### src/rtl/pe_pkg.sv
// Shared definitions for the PE stream driver: config field positions, FSM states
// and the per-phase beat count rule.
package pe_pkg;

  localparam int CONFIG_SIZE = 13;
  localparam int DATA_BITS   = 32;

  localparam int CFG_DW     = 12;
  localparam int CFG_RS_LSB = 10;
  localparam int CFG_U      = 9;
  localparam int CFG_P_LSB  = 7;
  localparam int CFG_F_LSB  = 2;
  localparam int CFG_Q_LSB  = 0;

  typedef enum logic [2:0] {
    IDLE,
    FILTER,
    IFMAP,
    DW_IPSUM,
    PW_IPSUM,
    OPSUM
  } state_t;

  // Counts are 1..16, so five bits always suffice.
  function automatic logic [4:0] phase_beats(
    input state_t     phase,
    input logic       dw,
    input logic [2:0] p,
    input logic [2:0] q,
    input logic [2:0] rs,
    input logic [1:0] u,
    input logic [4:0] col
  );
    logic [4:0] n;
    n = '0;
    case (phase)
      FILTER:   n = {2'b00, p} * {2'b00, rs};
      IFMAP:    n = (col == 5'd0) ? {2'b00, rs} : {3'b000, u};
      DW_IPSUM: n = dw ? {2'b00, q} : {2'b00, p};
      PW_IPSUM: n = {2'b00, p};
      OPSUM:    n = {2'b00, p};
      default:  n = '0;
    endcase
    return n;
  endfunction

endpackage

### src/rtl/pe_beat_fifo.sv
// Two-entry prefetch buffer between the buffer read port and the PE streams.
module pe_beat_fifo
  import pe_pkg::*;
(
  input  logic                 clk,
  input  logic                 rst_n,
  input  logic                 i_push,
  input  logic                 i_pop,
  input  logic [DATA_BITS-1:0] i_data,
  output logic [DATA_BITS-1:0] o_head,
  output logic [1:0]           o_count
);

  logic [DATA_BITS-1:0] r_mem [2];
  logic                 r_wptr;
  logic                 r_rptr;
  logic [1:0]           r_count;

  always_ff @(posedge clk or negedge rst_n) begin
    if (!rst_n) begin
      r_mem[0] <= '0;
      r_mem[1] <= '0;
      r_wptr   <= 1'b0;
      r_rptr   <= 1'b0;
      r_count  <= 2'd0;
    end else begin
      if (i_push) begin
        r_mem[r_wptr] <= i_data;
        r_wptr        <= ~r_wptr;
      end
      if (i_pop) begin
        r_rptr <= ~r_rptr;
      end
      case ({i_push, i_pop})
        2'b10:   r_count <= r_count + 2'd1;
        2'b01:   r_count <= r_count - 2'd1;
        default: r_count <= r_count;
      endcase
    end
  end

  assign o_head  = r_mem[r_rptr];
  assign o_count = r_count;

endmodule

### src/rtl/pe_stream_driver.sv
// Feeds one PE its filter/ifmap/ipsum beats from the local buffer in consumption order
// and writes the PE's opsum results back.
module pe_stream_driver
  import pe_pkg::*;
#(
  parameter int ADDR_W = 16
) (
  input  logic                   clk,
  input  logic                   rst_n,
  input  logic                   i_start,
  input  logic [CONFIG_SIZE-1:0] i_cfg,
  input  logic [ADDR_W-1:0]      i_filter_base,
  input  logic [ADDR_W-1:0]      i_ifmap_base,
  input  logic [ADDR_W-1:0]      i_ipsum_base,
  input  logic [ADDR_W-1:0]      i_opsum_base,
  output logic                   o_busy,
  output logic                   o_done,
  output logic                   o_mem_ren,
  output logic [ADDR_W-1:0]      o_mem_raddr,
  input  logic [DATA_BITS-1:0]   i_mem_rdata,
  output logic                   o_mem_wen,
  output logic [ADDR_W-1:0]      o_mem_waddr,
  output logic [DATA_BITS-1:0]   o_mem_wdata,
  output logic                   o_pe_en,
  output logic [CONFIG_SIZE-1:0] o_pe_config,
  output logic [DATA_BITS-1:0]   o_ifmap,
  output logic                   o_ifmap_valid,
  input  logic                   i_ifmap_ready,
  output logic [DATA_BITS-1:0]   o_filter,
  output logic                   o_filter_valid,
  input  logic                   i_filter_ready,
  output logic [DATA_BITS-1:0]   o_depthwise_ipsum,
  output logic                   o_depthwise_ipsum_valid,
  input  logic                   i_depthwise_ipsum_ready,
  output logic [DATA_BITS-1:0]   o_pointwise_ipsum,
  output logic                   o_pointwise_ipsum_valid,
  input  logic                   i_pointwise_ipsum_ready,
  input  logic [DATA_BITS-1:0]   i_opsum,
  input  logic                   i_opsum_valid,
  output logic                   o_opsum_ready
);

  state_t                 r_state;
  logic [CONFIG_SIZE-1:0] r_cfg;
  logic [ADDR_W-1:0]      r_fptr;
  logic [ADDR_W-1:0]      r_iptr;
  logic [ADDR_W-1:0]      r_pptr;
  logic [ADDR_W-1:0]      r_optr;
  logic [4:0]             r_issued;
  logic [4:0]             r_acked;
  logic [4:0]             r_col;
  logic                   r_pe_en;
  logic                   r_done;
  logic                   r_busy;
  logic                   r_inflight;

  logic [2:0]           w_p;
  logic [2:0]           w_q;
  logic [2:0]           w_rs;
  logic [1:0]           w_u;
  logic [4:0]           w_f;
  logic [4:0]           w_beats;
  logic                 w_stream;
  logic                 w_valid;
  logic                 w_ready;
  logic                 w_pop;
  logic [2:0]           w_occ;
  logic                 w_ren;
  logic [ADDR_W-1:0]    w_src_ptr;
  logic                 w_hs;
  logic                 w_last;
  logic [DATA_BITS-1:0] w_head;
  logic [1:0]           w_fifo_count;

  assign w_p  = {1'b0, r_cfg[CFG_P_LSB +: 2]} + 3'd1;
  assign w_q  = {1'b0, r_cfg[CFG_Q_LSB +: 2]} + 3'd1;
  assign w_rs = {1'b0, r_cfg[CFG_RS_LSB +: 2]} + 3'd1;
  assign w_u  = {1'b0, r_cfg[CFG_U]} + 2'd1;
  assign w_f  = r_cfg[CFG_F_LSB +: 5];

  assign w_beats  = phase_beats(r_state, r_cfg[CFG_DW], w_p, w_q, w_rs, w_u, r_col);
  assign w_stream = (r_state == FILTER) || (r_state == IFMAP) ||
                    (r_state == DW_IPSUM) || (r_state == PW_IPSUM);
  assign w_valid  = w_stream && (w_fifo_count != 2'd0);

  always_comb begin
    w_ready   = 1'b0;
    w_src_ptr = '0;
    case (r_state)
      FILTER:   begin w_ready = i_filter_ready;          w_src_ptr = r_fptr; end
      IFMAP:    begin w_ready = i_ifmap_ready;           w_src_ptr = r_iptr; end
      DW_IPSUM: begin w_ready = i_depthwise_ipsum_ready; w_src_ptr = r_pptr; end
      PW_IPSUM: begin w_ready = i_pointwise_ipsum_ready; w_src_ptr = r_pptr; end
      default:  begin w_ready = 1'b0;                    w_src_ptr = '0;     end
    endcase
  end

  // A word popped this cycle frees its slot, so back-to-back beats keep streaming.
  assign w_pop  = w_valid && w_ready;
  assign w_occ  = {1'b0, w_fifo_count} - {2'b00, w_pop} + {2'b00, r_inflight};
  assign w_ren  = w_stream && (r_issued < w_beats) && (w_occ < 3'd2);
  assign w_hs   = w_stream ? w_pop : ((r_state == OPSUM) && i_opsum_valid);
  assign w_last = w_hs && (r_acked == (w_beats - 5'd1));

  pe_beat_fifo u_fifo (
    .clk     (clk),
    .rst_n   (rst_n),
    .i_push  (r_inflight),
    .i_pop   (w_pop),
    .i_data  (i_mem_rdata),
    .o_head  (w_head),
    .o_count (w_fifo_count)
  );

  always_ff @(posedge clk or negedge rst_n) begin
    if (!rst_n) begin
      r_state    <= IDLE;
      r_cfg      <= '0;
      r_fptr     <= '0;
      r_iptr     <= '0;
      r_pptr     <= '0;
      r_optr     <= '0;
      r_issued   <= '0;
      r_acked    <= '0;
      r_col      <= '0;
      r_pe_en    <= 1'b0;
      r_done     <= 1'b0;
      r_busy     <= 1'b0;
      r_inflight <= 1'b0;
    end else begin
      r_pe_en    <= 1'b0;
      r_done     <= 1'b0;
      r_inflight <= w_ren;
      if (w_ren) begin
        r_issued <= r_issued + 5'd1;
        case (r_state)
          FILTER:             r_fptr <= r_fptr + ADDR_W'(1);
          IFMAP:              r_iptr <= r_iptr + ADDR_W'(1);
          DW_IPSUM, PW_IPSUM: r_pptr <= r_pptr + ADDR_W'(1);
          default:            ;
        endcase
      end
      if (w_hs) begin
        r_acked <= r_acked + 5'd1;
      end
      if ((r_state == OPSUM) && w_hs) begin
        r_optr <= r_optr + ADDR_W'(1);
      end
      if (w_last) begin
        r_issued <= '0;
        r_acked  <= '0;
      end
      case (r_state)
        IDLE: begin
          if (i_start) begin
            r_cfg    <= i_cfg;
            r_fptr   <= i_filter_base;
            r_iptr   <= i_ifmap_base;
            r_pptr   <= i_ipsum_base;
            r_optr   <= i_opsum_base;
            r_issued <= '0;
            r_acked  <= '0;
            r_col    <= '0;
            r_pe_en  <= 1'b1;
            r_busy   <= 1'b1;
            r_state  <= FILTER;
          end
        end
        FILTER:   if (w_last) r_state <= IFMAP;
        IFMAP:    if (w_last) r_state <= DW_IPSUM;
        DW_IPSUM: if (w_last) r_state <= r_cfg[CFG_DW] ? PW_IPSUM : OPSUM;
        PW_IPSUM: if (w_last) r_state <= OPSUM;
        OPSUM: begin
          if (w_last) begin
            if (r_col == w_f) begin
              r_done  <= 1'b1;
              r_busy  <= 1'b0;
              r_state <= IDLE;
            end else begin
              r_col   <= r_col + 5'd1;
              r_state <= IFMAP;
            end
          end
        end
        default: r_state <= IDLE;
      endcase
    end
  end

  assign o_busy      = r_busy;
  assign o_done      = r_done;
  assign o_pe_en     = r_pe_en;
  assign o_pe_config = r_cfg;
  assign o_mem_ren   = w_ren;
  assign o_mem_raddr = w_ren ? w_src_ptr : '0;

  assign o_opsum_ready = (r_state == OPSUM);
  assign o_mem_wen     = (r_state == OPSUM) && i_opsum_valid;
  assign o_mem_waddr   = o_mem_wen ? r_optr : '0;
  assign o_mem_wdata   = o_mem_wen ? i_opsum : '0;

  assign o_filter                = w_head;
  assign o_ifmap                 = w_head;
  assign o_depthwise_ipsum       = w_head;
  assign o_pointwise_ipsum       = w_head;
  assign o_filter_valid          = w_valid && (r_state == FILTER);
  assign o_ifmap_valid           = w_valid && (r_state == IFMAP);
  assign o_depthwise_ipsum_valid = w_valid && (r_state == DW_IPSUM);
  assign o_pointwise_ipsum_valid = w_valid && (r_state == PW_IPSUM);

endmodule

### config.mk
export PLATFORM = sky130hd
export DESIGN_NAME = pe_stream_driver
export DESIGN_NICKNAME = d
export VERILOG_FILES = /design/src/rtl/pe_pkg.sv /design/src/rtl/pe_beat_fifo.sv /design/src/rtl/pe_stream_driver.sv
export SDC_FILE = /design/constraint.sdc
export NUM_CORES = 1
export LEC_CHECK = 0
export ABC_AREA = 1
export ABC_CLOCK_PERIOD_IN_PS = 12600
export BUFFER_PORTS_ARGS = -buffer_cell sky130_fd_sc_hd__buf_2
export CORE_MARGIN = 2
export CORE_UTILIZATION = 40
export DETAILED_ROUTE_END_ITERATION = 6
export PLACE_DENSITY = 0.63
export REMOVE_ABC_BUFFERS = 1
export SYNTH_ARGS = -nofsm -noshare
export SYNTH_HDL_FRONTEND = slang
export SYNTH_SLANG_ARGS = --single-unit
export TNS_END_PERCENT = 100
### constraint.sdc
create_clock -name clk -period 12.6 [get_ports clk]
set_clock_uncertainty 0.1 [all_clocks]
set_input_delay 2.52 -clock clk [delete_from_list [all_inputs] [get_ports clk]]
set_output_delay 2.52 -clock clk [all_outputs]
set_load 0.05 [all_outputs]
-- Word-level counts from Yosys, hierarchy flattened
Index checks and enable logic that the tools add are counted.
- flip-flop bits (word level): 167
- bits in latches: 0
- memory bits (writable): 0
- bits in read-only memories: 0
- input port bits: 149
- output and inout port bits: 215
- logic and storage cells: 148
- memories kept: 0
- add/subtract/negate cells: 16
- multiply operators: 1
- divide/modulo/power cells: 0
- magnitude comparators: 5
- equal/unequal tests: 17
- shift operators: 0
- muxes and demuxes: 61
- bitwise gates (word level): 4
- reduce and logical (&&, ||, !) cells: 26
- operators by type and width (operator ; count):
    16-bit two-way mux ; 17
    32-bit two-way mux ; 5
    16-bit by 1-bit adder with 16-bit output (second input constant) ; 4
    64-bit bitwise mux ; 1
    5-bit two-way mux ; 11
    16-bit one-hot mux with 3 select lines ; 1
    32-bit demux with 1-bit select ; 1
    3-bit two-way mux ; 8
    5-bit one-hot mux with 4 select lines ; 1
    3-bit one-hot mux with 6 select lines ; 1
    5-bit by 1-bit adder with 5-bit output (second input constant) ; 3
    1-bit logical AND ; 12
    2-bit != test (second input constant) ; 6
    5-bit equality test ; 2
    1-bit two-way mux ; 10
    5-bit one-hot mux with 2 select lines ; 1
    2-bit by 1-bit adder with 3-bit output (second input constant) ; 3
    4-bit AND reduction ; 2
    3-bit by 2-bit equality test with 1-bit output (second input constant) ; 2
    3-bit equality test (second input constant) ; 2
    6-bit AND reduction ; 1
    2-bit nonzero test ; 3
    5-bit logical NOT ; 1
    5-bit < comparator ; 1
    other kinds (24) ; 31

-- Longest topological paths before layout
- word-level depth: 14
- mapped depth: 24

-- Hierarchy
A second synthesis with hierarchy kept.
- cells, all modules: 1646
- area, all modules: 11723.7 um^2
- by module, submodules not included (module ; instances ; cells each ; area an instance (um^2) ; sequential area each (um^2)):
    pe_stream_driver ; 1 ; 1284 ; 8638.3 ; 2477.4
    pe_beat_fifo ; 1 ; 362 ; 3085.5 ; 1701.6

-- Worst setup path after synthesis
OpenSTA, ideal clock, no wires.
- path kind: input-to-output
- start: in i_pointwise_ipsum_ready
- end: out o_mem_raddr[4]
- arrival time: 5.658 ns
- data required time: 9.980 ns
- path slack: 4.322 ns
- stages: 15
- path buffers: 1
- cell sequence: nand3_1 -> nand2_1 -> o21ai_2 -> inv_1 -> ha_1 -> nor2_1 -> fa_1 -> nor2_1 -> nand4_1 -> a211oi_1 -> nand2_2 -> inv_2 -> buf_6 -> nand2_1 -> o21ai_0
- longest elaborated chain between the ends: 7
- ends and longest elaborated chain (item ; line ; text):
    from (decl) ; pe_stream_driver.sv:37 ; input logic i_pointwise_ipsum_ready,
    1-bit one-hot mux with 4 select lines ; pe_stream_driver.sv:89 ; case (r_state)
    1-bit logical AND ; pe_stream_driver.sv:99 ; assign w_pop = w_valid && w_ready;
    named net u_fifo.i_pop ; pe_beat_fifo.sv:8 ; input logic i_pop,
    2-bit by 1-bit subtractor with 3-bit output ; pe_stream_driver.sv:100 ; assign w_occ = {1'b0, w_fifo_count} - {2'b00, w_pop} + {2'b00, r_inflight};
    3-bit by 1-bit adder with 3-bit output ; pe_stream_driver.sv:100 ;
    3-bit by 2-bit < comparator with 1-bit output ; pe_stream_driver.sv:101 ; assign w_ren = w_stream && (r_issued < w_beats) && (w_occ < 3'd2);
    1-bit logical AND ; pe_stream_driver.sv:101 ;
    16-bit two-way mux ; pe_stream_driver.sv:195 ; assign o_mem_raddr = w_ren ? w_src_ptr : '0;
    to (decl) ; pe_stream_driver.sv:19 ; output logic [ADDR_W-1:0] o_mem_raddr,
The timed path passes the listed nets, and every way through them passes these cells.

-- Worst setup path in the final report
- start: in i_pointwise_ipsum_ready
- end: out o_mem_raddr[9]
The elaborated chain is that of the path after synthesis.

==> flow_summary.ini <==
[route]
ant_nets = 0
num_vias = 11000
wl_mm = 33.1
dr.first_iter.drc_count = 699
drcViolationCount = 1
first_pass_iters = 7
routedWlPerCell_um = 14.8
via_per_inst = 4.89

[clock_network]
htreeDepth = 4
root_buffer = clkbuf_16
insertion_delay_ns = 0.44
cts_tree = built
clock_path_buffers = 2
numCtsBuffers = 17
clk_pin_slew_ns = 0.07
hold_buffers = 0
clkSinkCount = 167
post_cts_buffers = 0
cts_resized = 0

[sta]
worst_slew_pin_slew_ns = 1.07
fin_crit_ns = 8.98
slew_violations = 0
hold_violations = 0
setup_violations = 0
max_freq_ghz = 0.111
relSlewSlack_pct = 28.5
finalCritPeriodShare_pct = 71.2
tns_ns = 0
rsz0062_at_grt = no

[global_routing]
grt.overflow.total = 0
grt_max_degree = 71
grt_antenna_before_repair = 1
grt_pass1_vias = 10100
grt_use_total_pct = 21.6
grt_pass1_wl_mm = 52.7

[synth]
synth-edff-count = 0
yosysWarnings = 0
ys.flop_type = dfrtp_1
synthesis.area_mm2 = 0.0115
synth_cells = 1626
ys_seq_area_share_pct = 36.4
synthArstFlopShare_pct = 100
ys_types = 48
ys_ff_latch = 167
syn_avg_cell_area_um2 = 7.05

[setup_path]
end_kind = output pin
path_delay_family = buffers and inverters
cp_max_fo = 51
cpPeakStageDelay_ns = 0.70
rrSetupSlack_ns = 7.23
cp_num_buf_inv = 5
reg2reg_to = r_issued[2]
critPathRequiredTime_ns = 9.98
cp.arrival_ns = 6.36
r2r-start = o_pe_config[7]
path_cells = buf_2, nand3_1, nand2_1, o21ai_2, inv_1, ha_1, nor2_1, fa_1, nor2_1, nand4_1, a211oi_1, nand2_2, buf_4, inv_2, nand2_1, o22ai_1, buf_2
worst_setup_path_start_kind = input pin
slowest_stage = inv_2
crit_type = input pin to output pin
rr_worst_depth = 23

[run]
cap_viol_max_count = 0

[die]
die_w_um = 173
die_h_um = 173
row_count = 61
coreArea_mm2 = 0.0280
io_pins = 364
die_area_mm2 = 0.0300
start_util_pct = 40.9

[place]
io_buffers = 363
place.gp.congestion = 0.905
place_hpwl_mm = 23.8

[hold_path]
hp-class = register to register
hold_start = o_busy
min_to = o_busy
min_delay_path_depth = 2

[run_status]
violations = design-rule violations
status = finished, violations left

[cells_and_area]
drive_gt1_share_pct = 24.0
layout_common_cells = nand2_1, buf_2, inv_1, dfrtp_1, o21ai_0
final_common_cell = nand2_1
nets = 2028
area_growth_pct = 16.8
metrics by stage:
step | instances | hold WS [ns] | util (%) | worst slack (ns) | area [um^2]
after floorplan | 1458 | 0.353 | - | 3.23 | 10400
after global placement | 2211 | 0.356 | 45.7 | 3.80 | 12800
after detailed placement | 2211 | 0.362 | 45.7 | 3.67 | 12800
after CTS | 2243 | 0.376 | 47.8 | 3.65 | 13400
after global routing | 2243 | 0.405 | 47.8 | 3.33 | 13400
final | 2244 | 0.375 | 47.8 | 3.62 | 13400
routing by layer:
| layer | track usage (%) | vias up | share of wire (%) |
|---|---|---|---|
| li1 | - | 5492 | - |
| met1 | 27.2 | 5053 | 43 |
| met2 | 37.3 | 377 | 49 |
| met3 | 3.51 | 53 | 5.3 |
| met4 | 8.19 | 2 | 2.8 |
| met5 | 0 | - | 0.039 |
synthesized netlist by cell type (2+ instances only):
master / instances / area share, %
nor2_1: 122 / 4.0
o21ai_2: 4 / 0.31
xor2_1: 59 / 4.5
nand4_2: 2 / 0.22
a211oi_2: 2 / 0.22
o211ai_1: 14 / 0.92
nor2_2: 4 / 0.22
nand3b_1: 4 / 0.26
fa_1: 3 / 0.52
clkbuf_1: 49 / 1.6
o21ai_0: 135 / 5.9
buf_1: 6 / 0.20
a22oi_1: 4 / 0.26
nor4_1: 11 / 0.60
buf_6: 6 / 0.59
nand2_2: 6 / 0.33
a21oi_1: 20 / 0.87
nand3_1: 51 / 2.2
nand4_1: 33 / 1.8
a31oi_1: 22 / 1.2
xnor2_1: 9 / 0.69
inv_1: 188 / 6.2
nor3_1: 24 / 1.0
or2_2: 2 / 0.11
inv_2: 3 / 0.098
ha_1: 24 / 2.6
clkinv_1: 3 / 0.098
o21ai_1: 10 / 0.44
buf_4: 98 / 6.4
nand2_1: 507 / 17
dfrtp_1: 167 / 36
nor2_4: 5 / 0.49
or3_1: 2 / 0.11
buf_2: 9 / 0.39
nand2_4: 3 / 0.29
o22ai_1: 3 / 0.16
tightest hold or removal path, stage by stage, from the launching register on:
cell and delay, ns:
dfrtp_1 0.35, nand2_1 0.05, nand2_1 0.04
logic make-up after synthesis:
kind of cell / share of synthesized area [%]
mux: 0.0873
buf+inv: 15.6
compound gates: 10.6
fa+ha+maj: 3.14
simple gates: 28.9
flops: 36.4
xor+xnor: 5.19
registers in the layout, indices dropped and copies added (netlist names), 13 cells and up:
register,count
o_pe_config,13
r_iptr,16
u_fifo.r_mem,64
r_fptr,16
r_pptr,16
r_optr,16
how the worst max path moves through the flow:
stage                     depth (start not counted)               startpoint              to  slack (ns)
final                                            17  i_pointwise_ipsum_ready  o_mem_raddr[9]        3.62
after global routing                             17  i_pointwise_ipsum_ready  o_mem_raddr[9]        3.33
after CTS                                        17  i_pointwise_ipsum_ready  o_mem_raddr[9]        3.65
after detailed placement                         17  i_pointwise_ipsum_ready  o_mem_raddr[9]        3.67
after global placement                           17            i_ifmap_ready  o_mem_raddr[9]        3.80
after floorplan                                  14  i_pointwise_ipsum_ready  o_mem_raddr[4]        3.23
cell type report:
cell class              instances  area, um^2
multi-input cells            1096        5510
clock inverters                14         136
well taps                     378         473
inverters                     195         736
flip-flops and latches        167        4180
diodes                          1        2.50
fillers                      2910       14600
repair buffers                375        1910
clock buffers                  18         439
Power is not shown: default switching activity piles up to over one toggle a cycle in this logic, so the estimate is an artifact.
